`src/rtl/mat_pkg.sv`:
```
// rtl/mat_pkg.sv - shared types, width helpers and address composition for matrix_reader
package mat_pkg;

  typedef enum logic [1:0] {
    IDLE  = 2'd0,
    READ  = 2'd1,
    DRAIN = 2'd2,
    DONE  = 2'd3
  } mat_state_t;

  localparam int MAT_M_DEF = 8;
  localparam int MAT_N_DEF = 8;

  // Counter width for a range of n values; never below one bit so M=1 or N=1 still builds.
  function automatic int cnt_w(input int n);
    return (n > 1) ? $clog2(n) : 1;
  endfunction

  localparam int MAT_ROW_W_DEF = cnt_w(MAT_M_DEF);
  localparam int MAT_COL_W_DEF = cnt_w(MAT_N_DEF);

  function automatic int unsigned mat_addr(input int unsigned row, input int unsigned col,
                                           input int unsigned n);
    return row * n + col;
  endfunction

endpackage

```
`src/rtl/mat_skid_fifo.sv`:
```
// rtl/mat_skid_fifo.sv - 2-entry skid FIFO holding elements returned by the matrix memory
module mat_skid_fifo
  import mat_pkg::*;
#(
  parameter int DW = 8
) (
  input  logic          clk,
  input  logic          rst,
  input  logic          push,
  input  logic [DW-1:0] push_data,
  input  logic          pop,
  output logic [1:0]    count,
  output logic [DW-1:0] head
);

  logic [DW-1:0] tail;

  always_ff @(posedge clk) begin
    if (rst) begin
      count <= 2'd0;
      head  <= '0;
      tail  <= '0;
    end else begin
      case ({push, pop})
        2'b10: begin
          if (count == 2'd0) head <= push_data;
          else               tail <= push_data;
          if (count != 2'd2) count <= count + 2'd1;
        end
        2'b01: begin
          if (count != 2'd0) begin
            head  <= tail;
            count <= count - 2'd1;
          end
        end
        2'b11: begin
          // Simultaneous push/pop keeps occupancy; the new element lands behind any survivor.
          if (count == 2'd2) begin
            head <= tail;
            tail <= push_data;
          end else if (count == 2'd1) begin
            head <= push_data;
          end else begin
            head  <= push_data;
            count <= 2'd1;
          end
        end
        default: ;
      endcase
    end
  end

endmodule

```
`src/rtl/matrix_reader.sv`:
```
// rtl/matrix_reader.sv - walks the matrix memory and streams every element; MAT_TRANSPOSE_EN selects column-major scan
module matrix_reader
  import mat_pkg::*;
#(
  parameter int DW     = 8,
  parameter int M      = 8,
  parameter int N      = 8,
  parameter int ADDR_W = M + N
) (
  input  logic              clk,
  input  logic              rst,
  input  logic              start,
  output logic              busy,
  output logic              done,
  output logic              memRamEN,
  output logic              memReadEN,
  output logic              memWriteEN,
  output logic [ADDR_W-1:0] memAddr,
  input  logic [DW-1:0]     memData,
  output logic [DW-1:0]     outData,
  output logic              outValid,
  input  logic              outReady,
  output logic              outLast
);

  localparam int ROW_W = cnt_w(M);
  localparam int COL_W = cnt_w(N);
  localparam int TOTAL = M * N;
  localparam int IDX_W = cnt_w(TOTAL);
  localparam logic [ROW_W-1:0] ROW_MAX = ROW_W'(M - 1);
  localparam logic [COL_W-1:0] COL_MAX = COL_W'(N - 1);
  localparam logic [IDX_W-1:0] IDX_MAX = IDX_W'(TOTAL - 1);

  mat_state_t       state;
  logic [ROW_W-1:0] row;
  logic [COL_W-1:0] col;
  logic [IDX_W-1:0] out_idx;
  logic             inflight;
  logic [1:0]       fifo_count;
  logic [DW-1:0]    fifo_head;
  logic             pop;
  logic             issue;
  logic             last_addr;

  assign outValid  = (fifo_count != 2'd0);
  assign pop       = outValid & outReady;
  assign outData   = fifo_head;
  assign outLast   = outValid && (out_idx == IDX_MAX);
  assign last_addr = (row == ROW_MAX) && (col == COL_MAX);

  // Issue only while the buffered plus in-flight elements, after this cycle's pop, stay below two.
  assign issue = (state == READ) &&
                 (({1'b0, fifo_count} + {2'b00, inflight} - {2'b00, pop}) < 3'd2);

  assign memRamEN   = issue;
  assign memReadEN  = issue;
  assign memWriteEN = 1'b0;
  assign memAddr    = ADDR_W'(mat_addr(32'(row), 32'(col), N));

  mat_skid_fifo #(.DW(DW)) u_fifo (
    .clk       (clk),
    .rst       (rst),
    .push      (inflight),
    .push_data (memData),
    .pop       (pop),
    .count     (fifo_count),
    .head      (fifo_head)
  );

  always_ff @(posedge clk) begin
    if (rst) begin
      state    <= IDLE;
      row      <= '0;
      col      <= '0;
      out_idx  <= '0;
      inflight <= 1'b0;
      busy     <= 1'b0;
      done     <= 1'b0;
    end else begin
      inflight <= issue;
      done     <= 1'b0;
      if (pop) out_idx <= out_idx + 1'b1;
      if (issue) begin
`ifdef MAT_TRANSPOSE_EN
        if (row == ROW_MAX) begin
          row <= '0;
          col <= (col == COL_MAX) ? '0 : col + 1'b1;
        end else begin
          row <= row + 1'b1;
        end
`else
        if (col == COL_MAX) begin
          col <= '0;
          row <= (row == ROW_MAX) ? '0 : row + 1'b1;
        end else begin
          col <= col + 1'b1;
        end
`endif
      end
      case (state)
        IDLE: begin
          if (start) begin
            state   <= READ;
            row     <= '0;
            col     <= '0;
            out_idx <= '0;
            busy    <= 1'b1;
          end
        end
        READ: begin
          if (issue && last_addr) state <= DRAIN;
        end
        DRAIN: begin
          if ((pop && outLast) || (fifo_count == 2'd0 && !inflight)) begin
            state <= DONE;
            busy  <= 1'b0;
            done  <= 1'b1;
          end
        end
        DONE: state <= IDLE;
        default: state <= IDLE;
      endcase
    end
  end

endmodule

```
`config.mk`:
```
export PLATFORM = sky130hd
export DESIGN_NAME = matrix_reader
export DESIGN_NICKNAME = d
export VERILOG_FILES = /design/src/rtl/mat_pkg.sv /design/src/rtl/mat_skid_fifo.sv /design/src/rtl/matrix_reader.sv
export SDC_FILE = /design/constraint.sdc
export NUM_CORES = 1
export LEC_CHECK = 0
export ABC_AREA = 1
export CORE_MARGIN = 2
export CORE_UTILIZATION = 44
export DETAILED_ROUTE_END_ITERATION = 10
export PLACE_DENSITY = 0.78
export SYNTH_ARGS = -nofsm -noshare
export SYNTH_HDL_FRONTEND = slang
export SYNTH_SLANG_ARGS = --single-unit
```
`constraint.sdc`:
```
create_clock -name clk -period 2.78 [get_ports clk]
set_input_delay 0.417 -clock clk [delete_from_list [all_inputs] [get_ports clk]]
set_output_delay 0.417 -clock clk [all_outputs]
set_load 0.02 [all_outputs]
```
* Word-level counts from Yosys, hierarchy flattened
Cells that the tools add are included.
Widths: inputs -> output; s select.
** Operators by class
- Add/sub/neg operators :: 8
- Multiply operators :: 0
- Divide/modulo/power cells :: 0
- $lt $le $gt $ge :: 1
- Equality and inequality tests :: 22
- Shifts and indexed selects :: 0
- Muxes and demuxes :: 32
- Bitwise gates (word level) :: 2
- Reductions and logical operators :: 20
** Operators by type and width (number)
- $mux 8 :: 5
- $mux 3 :: 9
- $pmux 8 s3 :: 1
- $mux 6 :: 3
- $ne 2x2->1 const B :: 8
- $pmux 8 s2 :: 1
- $mux 2 :: 7
- $reduce_and 3->1 :: 4
- $eq 2x2->1 const B :: 5
- $pmux 2 s4 :: 1
- $add 6x3->7 :: 1
- $add 3x1->3 const B :: 2
- $add 6x1->6 const B :: 1
- $eq 2x1->1 const B :: 3
- $eq 3x3->1 const B :: 2
- $eq 6x6->1 const B :: 1
- $logic_and 1x1->1 :: 6
- $ne 2x1->1 const B :: 3
- $pmux 2 s3 :: 1
- $reduce_bool 2->1 :: 3
- $reduce_and 5->1 :: 1
- $logic_not 2->1 :: 2
- $add 2x1->3 :: 1
- $lt 3x2->1 const B :: 1
- other kinds (11) :: 13
** Storage, ports and cells
- Bits in registers :: 35
- Latch bits :: 0
- RAM bits :: 0
- Memory bits (read-only) :: 0
- Bits of input ports :: 12
- Output and inout port bits :: 31
- Word-level logic and storage cells :: 95
- Memories :: 0

* Depth between registers and ports, before layout
- Word-level depth :: 8
- Mapped depth :: 15
- Gate-level depth less buffers :: 15

* Hierarchy
A second synthesis with hierarchy kept.
** Second synthesis, totals
- Cells, all modules :: 271
- Area, all modules :: 1981.9 µm²
** By module, submodules not included
- matrix_reader :: instances 1, cells each 139, area each 1036.0 µm², seq. area each 340.3 µm²
- mat_skid_fifo :: instances 1, cells each 132, area each 945.9 µm², seq. area each 360.3 µm²

* Worst setup path after synthesis
No wires, ideal clock.
- Path kind :: register to output
- Start :: reg u_fifo.count[1]
- End :: out memReadEN
- Data arrival time :: 2.462 ns
- Required time :: 2.363 ns
- Path slack :: -0.099 ns
- Cell stages (with the launch flop) :: 13
- Buffers on the path :: 1
- Cell sequence :: dfxtp_1 > inv_1 > ha_1 > nor2_4 > inv_4 > nor2_1 > o21ai_0 > fa_1 > nand2_1 > inv_1 > nand3_1 > inv_1 > buf_4
** On the way
- Longest elaborated chain between the ends :: 5
- Elaborated cells between the ends (all ways) :: 6
- Classes of those cells :: add/sub: 2; order compare: 1; bitwise: 1; reduce/logical: 2
** Ends and longest elaborated chain
- start, declared :: line mat_skid_fifo.sv:12 : output logic [1:0] count,
- start signal, assigned :: line mat_skid_fifo.sv:28 : if (count != 2'd2) count <= count + 2'd1;
- start signal, assigned :: line mat_skid_fifo.sv:33 : count <= count - 2'd1;
- parallel branches: the longest is 2 deep, another holds $add 2x1->3
- $sub 3x1->3 (*) :: line matrix_reader.sv:53 : (({1'b0, fifo_count} + {2'b00, inflight} - {2'b00, pop}) < 3'd2);
- $lt 3x2->1 (*) :: line matrix_reader.sv:53
- $logic_and 1x1->1 (*) :: line matrix_reader.sv:52 : assign issue = (state == READ) &&
- end, declared :: line matrix_reader.sv:16 : output logic memReadEN,
Mark *: on every way between the ends.

* Worst setup path in the final report
- Start :: in outReady
- End :: out memRamEN
** On the way
- Longest elaborated chain between the ends :: 4
** Ends and longest elaborated chain
- start, declared :: line matrix_reader.sv:22 : input logic outReady,
- $and 1x1->1 :: line matrix_reader.sv:46 : assign pop = outValid & outReady;
- $sub 3x1->3 :: line matrix_reader.sv:53
- $lt 3x2->1 :: line matrix_reader.sv:53
- $logic_and 1x1->1 :: line matrix_reader.sv:52
- end, declared :: line matrix_reader.sv:15 : output logic memRamEN,
Every way passes these cells.

==> impl_metrics.tcl <==
set metrics [dict create \
    drive_gt1_frac 0.136 \
    drt_iter0_markers 43 \
    cp_data_arrival_time_ps 2210 \
    syn2layout_area_growth_pct 26.5 \
    cts_sinks 35 \
    whs_ps 453 \
    netlist.area_leader.share 0.392 \
    period_share 0.944 \
    dp_slack_ps -407 \
    dpl.hpwl_um 2580 \
    status "finished, final reports clean" \
    cts_hold_buf 0 \
    grt_pass1_vias 1410 \
    required_ps 2360 \
    min_path_type "flop to flop" \
    rsz0062_at_grt "false" \
    crit_family "buffers and inverters" \
    leakage_nw 0.999 \
    cpMaxStageDelayCell "clkdlybuf4s50_1" \
    num_antenna_cells 0 \
    ys_ff_latch 35 \
    antenna_found_initial 0 \
    die-area_um2 4590 \
    final_util 0.574 \
    cts-htree-levels 2 \
    synth.area.mux_share 0.0224 \
    synth.cell_area_um2 1790 \
    die_h_um 67.7 \
    hold_viol 0 \
    io_buffer_count 31 \
    rows 23 \
    timing.final.crit_period_ps 2630 \
    synthSimpleGateAreaFrac 0.195 \
    crit_fanout 3 \
    nets 296 \
    path_buf_inv 6 \
    synth_xor_area_frac 0.0147 \
    yosysTopAreaCell "dfxtp_1" \
    clock_skew_ps 4.60 \
    clkLatencyLatePin_ps 280 \
    synth_area_leaders "dfxtp_1 (39%), o21ai_0 (8.7%), ha_1 (7.7%), nor2_1 (6.7%), buf_4 (5.5%)" \
    grt_pass1_wl_um 5890 \
    post_cts_buffers 0 \
    clockBufferDepth 2 \
    routed_wl_um 3460 \
    cts_tree "done" \
    setup_slack_ps 154 \
    detail-route-antenna-nets 0 \
    drc 0 \
    syn_avg_cell_area_um2 7.88 \
    cap_viol_max_count 0 \
    post_drt_wl_per_cell_um 10.7 \
    finalSetupTns_ps 0 \
    grt.overflow.total 0 \
    cts_root_buffer "clkbuf_8" \
    crit_path_cell_trace "clkdlybuf4s50_1 -> inv_1 -> nor2_4 -> buf_4 -> nor2_1 -> o21ai_1 -> fa_1 -> nand2_1 -> inv_2 -> nand3_2 -> inv_2 -> buf_4" \
    fill_cells 376 \
    track_usage 0.168 \
    synthCells 227 \
    ys_types 30 \
    maxSlewViolCount 0 \
    final_common_cell "dfxtp_1" \
    core-area_um2 3940 \
    synth_top_family_by_area "simple AND/OR/NAND/NOR gates" \
    yosysSeqAreaShare 0.392 \
    setup_viol 0 \
    ys.warnings.count 0 \
    numCtsBuffers 5 \
    first_pass_iters 4 \
    worstSetupPathType "input port to output pin" \
    peakVddDrop_mv 0.434 \
    avgViaCountPerCell 4.73 \
    fmax_mhz 381 \
    dr_total_vias 1529 \
    clkSlewWorstSetupHoldPaths_ps 70 \
    pwr_density_cell_nw_per_um2 840 \
    synth_compound_area_frac 0.164 \
    grt_max_degree 20 \
    start_util 0.454 \
    final_cell_mix "dfxtp_1 (35), nor2_1 (31), o21ai_0 (30)" \
    start_kind "input port" \
    cp_slowest_stage_delay_ps 480 \
    die_w_um 67.7 \
    synthAdderAreaFrac 0.0882 \
    gp_congestion 0.802 \
    p_total_w 0.00190 \
    cp-end-kind "output pin" \
    num_io_pins 43 \
]
metrics by stage:
step | area, um2 | instances
detailed placement | 2180 | 315
finish | 2260 | 323
CTS | 2250 | 323
global placement | 2180 | 315
floorplan | 1830 | 237
global route | 2260 | 323
registers in the layout (all words and copies together), names as in the netlist:
| name | cells |
|---|---|
| u_fifo.head | 8 |
| u_fifo.tail | 8 |
| out_idx | 6 |
| col | 3 |
| row | 3 |
| state | 2 |
| u_fifo.count | 2 |
| busy | 1 |
| done | 1 |
| inflight | 1 |
worst reg2reg max path, cell delays in order (launching register included):
cell and delay, ps:
dfxtp_1 330, inv_1 50, ha_1 240, nor2_4 150
inv_4 40, nor2_2 90, o21ai_1 90, fa_1 490
nand2_1 60, inv_2 60, nand3_2 70, buf_4 160
nor2_1 170, xnor2_1 140, nor2_1 50
layout make-up:
cell class / count / area (um2) / share of cell area
well taps: 50 / 62.6 / 0.0277
repair buffers: 44 / 403 / 0.178
inverters: 26 / 100 / 0.0442
clock buffers: 7 / 76.3 / 0.0337
multi-input cells: 160 / 915 / 0.404
clock inverters: 1 / 5.00 / 0.00221
flip-flops and latches: 35 / 701 / 0.310
Yosys cell counts (all sizes together):
master and n:
dfxtp 35, buf 15, o21ai 33, xnor2 1
clkbuf 1, ha 11, a31oi 1, o211a 1
nand4 1, inv 26, nor2 36, xor2 2
a211oi 1, nand2 26, a21oi 16, nor3 3
conb 1, mux2i 4, fa 1, o211ai 1
nand3 11
per-layer routing:
layer  track usage  up-vias  part of all wire
met4        0.0561        0             0.013
met3        0.0567        6             0.056
met2         0.284       38              0.46
met1         0.198      682              0.47
li1              -      803                 -
met5             0        -                 0
path summary, 6_finish.rpt:
| check | start | to | slack, ps | depth (start not counted) |
|---|---|---|---|---|
| setup reg to reg | u_fifo.count[0]$_SDFFE_PP0P_ | row[0]$_SDFF_PP0_ | 480 | 14 |
| hold / removal | u_fifo.tail[7]$_SDFFE_PP0P_ | u_fifo.tail[7]$_SDFFE_PP0P_ | 450 | 2 |
| hold reg to reg | u_fifo.tail[7]$_SDFFE_PP0P_ | u_fifo.tail[7]$_SDFFE_PP0P_ | 450 | 2 |
| setup / recovery | outReady | memRamEN | 150 | 12 |
kinds of logic after synthesis:
kind of cell / Yosys count
multiplexers: 4
flip-flops: 35
other: 1
AND/OR/NAND/NOR: 77
adder cells (fa/ha/maj): 12
buffers and inverters: 42
XOR/XNOR: 3
AO/OA/AOI/OAI: 53
power breakdown:
| part | leakage (nW) | internal [W] | switching [W] |
|---|---|---|---|
| Combinational | 0.672 | 0.000382 | 0.000508 |
| Sequential | 0.284 | 0.000604 | 0.0000568 |
| Clock | 0.0422 | 0.000176 | 0.000174 |
| Total | 0.999 | 0.00116 | 0.000739 |
what timing repair did:
action | in CTS | in global routing
setup endpoints to repair | 2 | 2
resized for setup | 9 | 5
pin swaps | 0 | 2
Note: power is estimated with default switching activity, not from simulation.
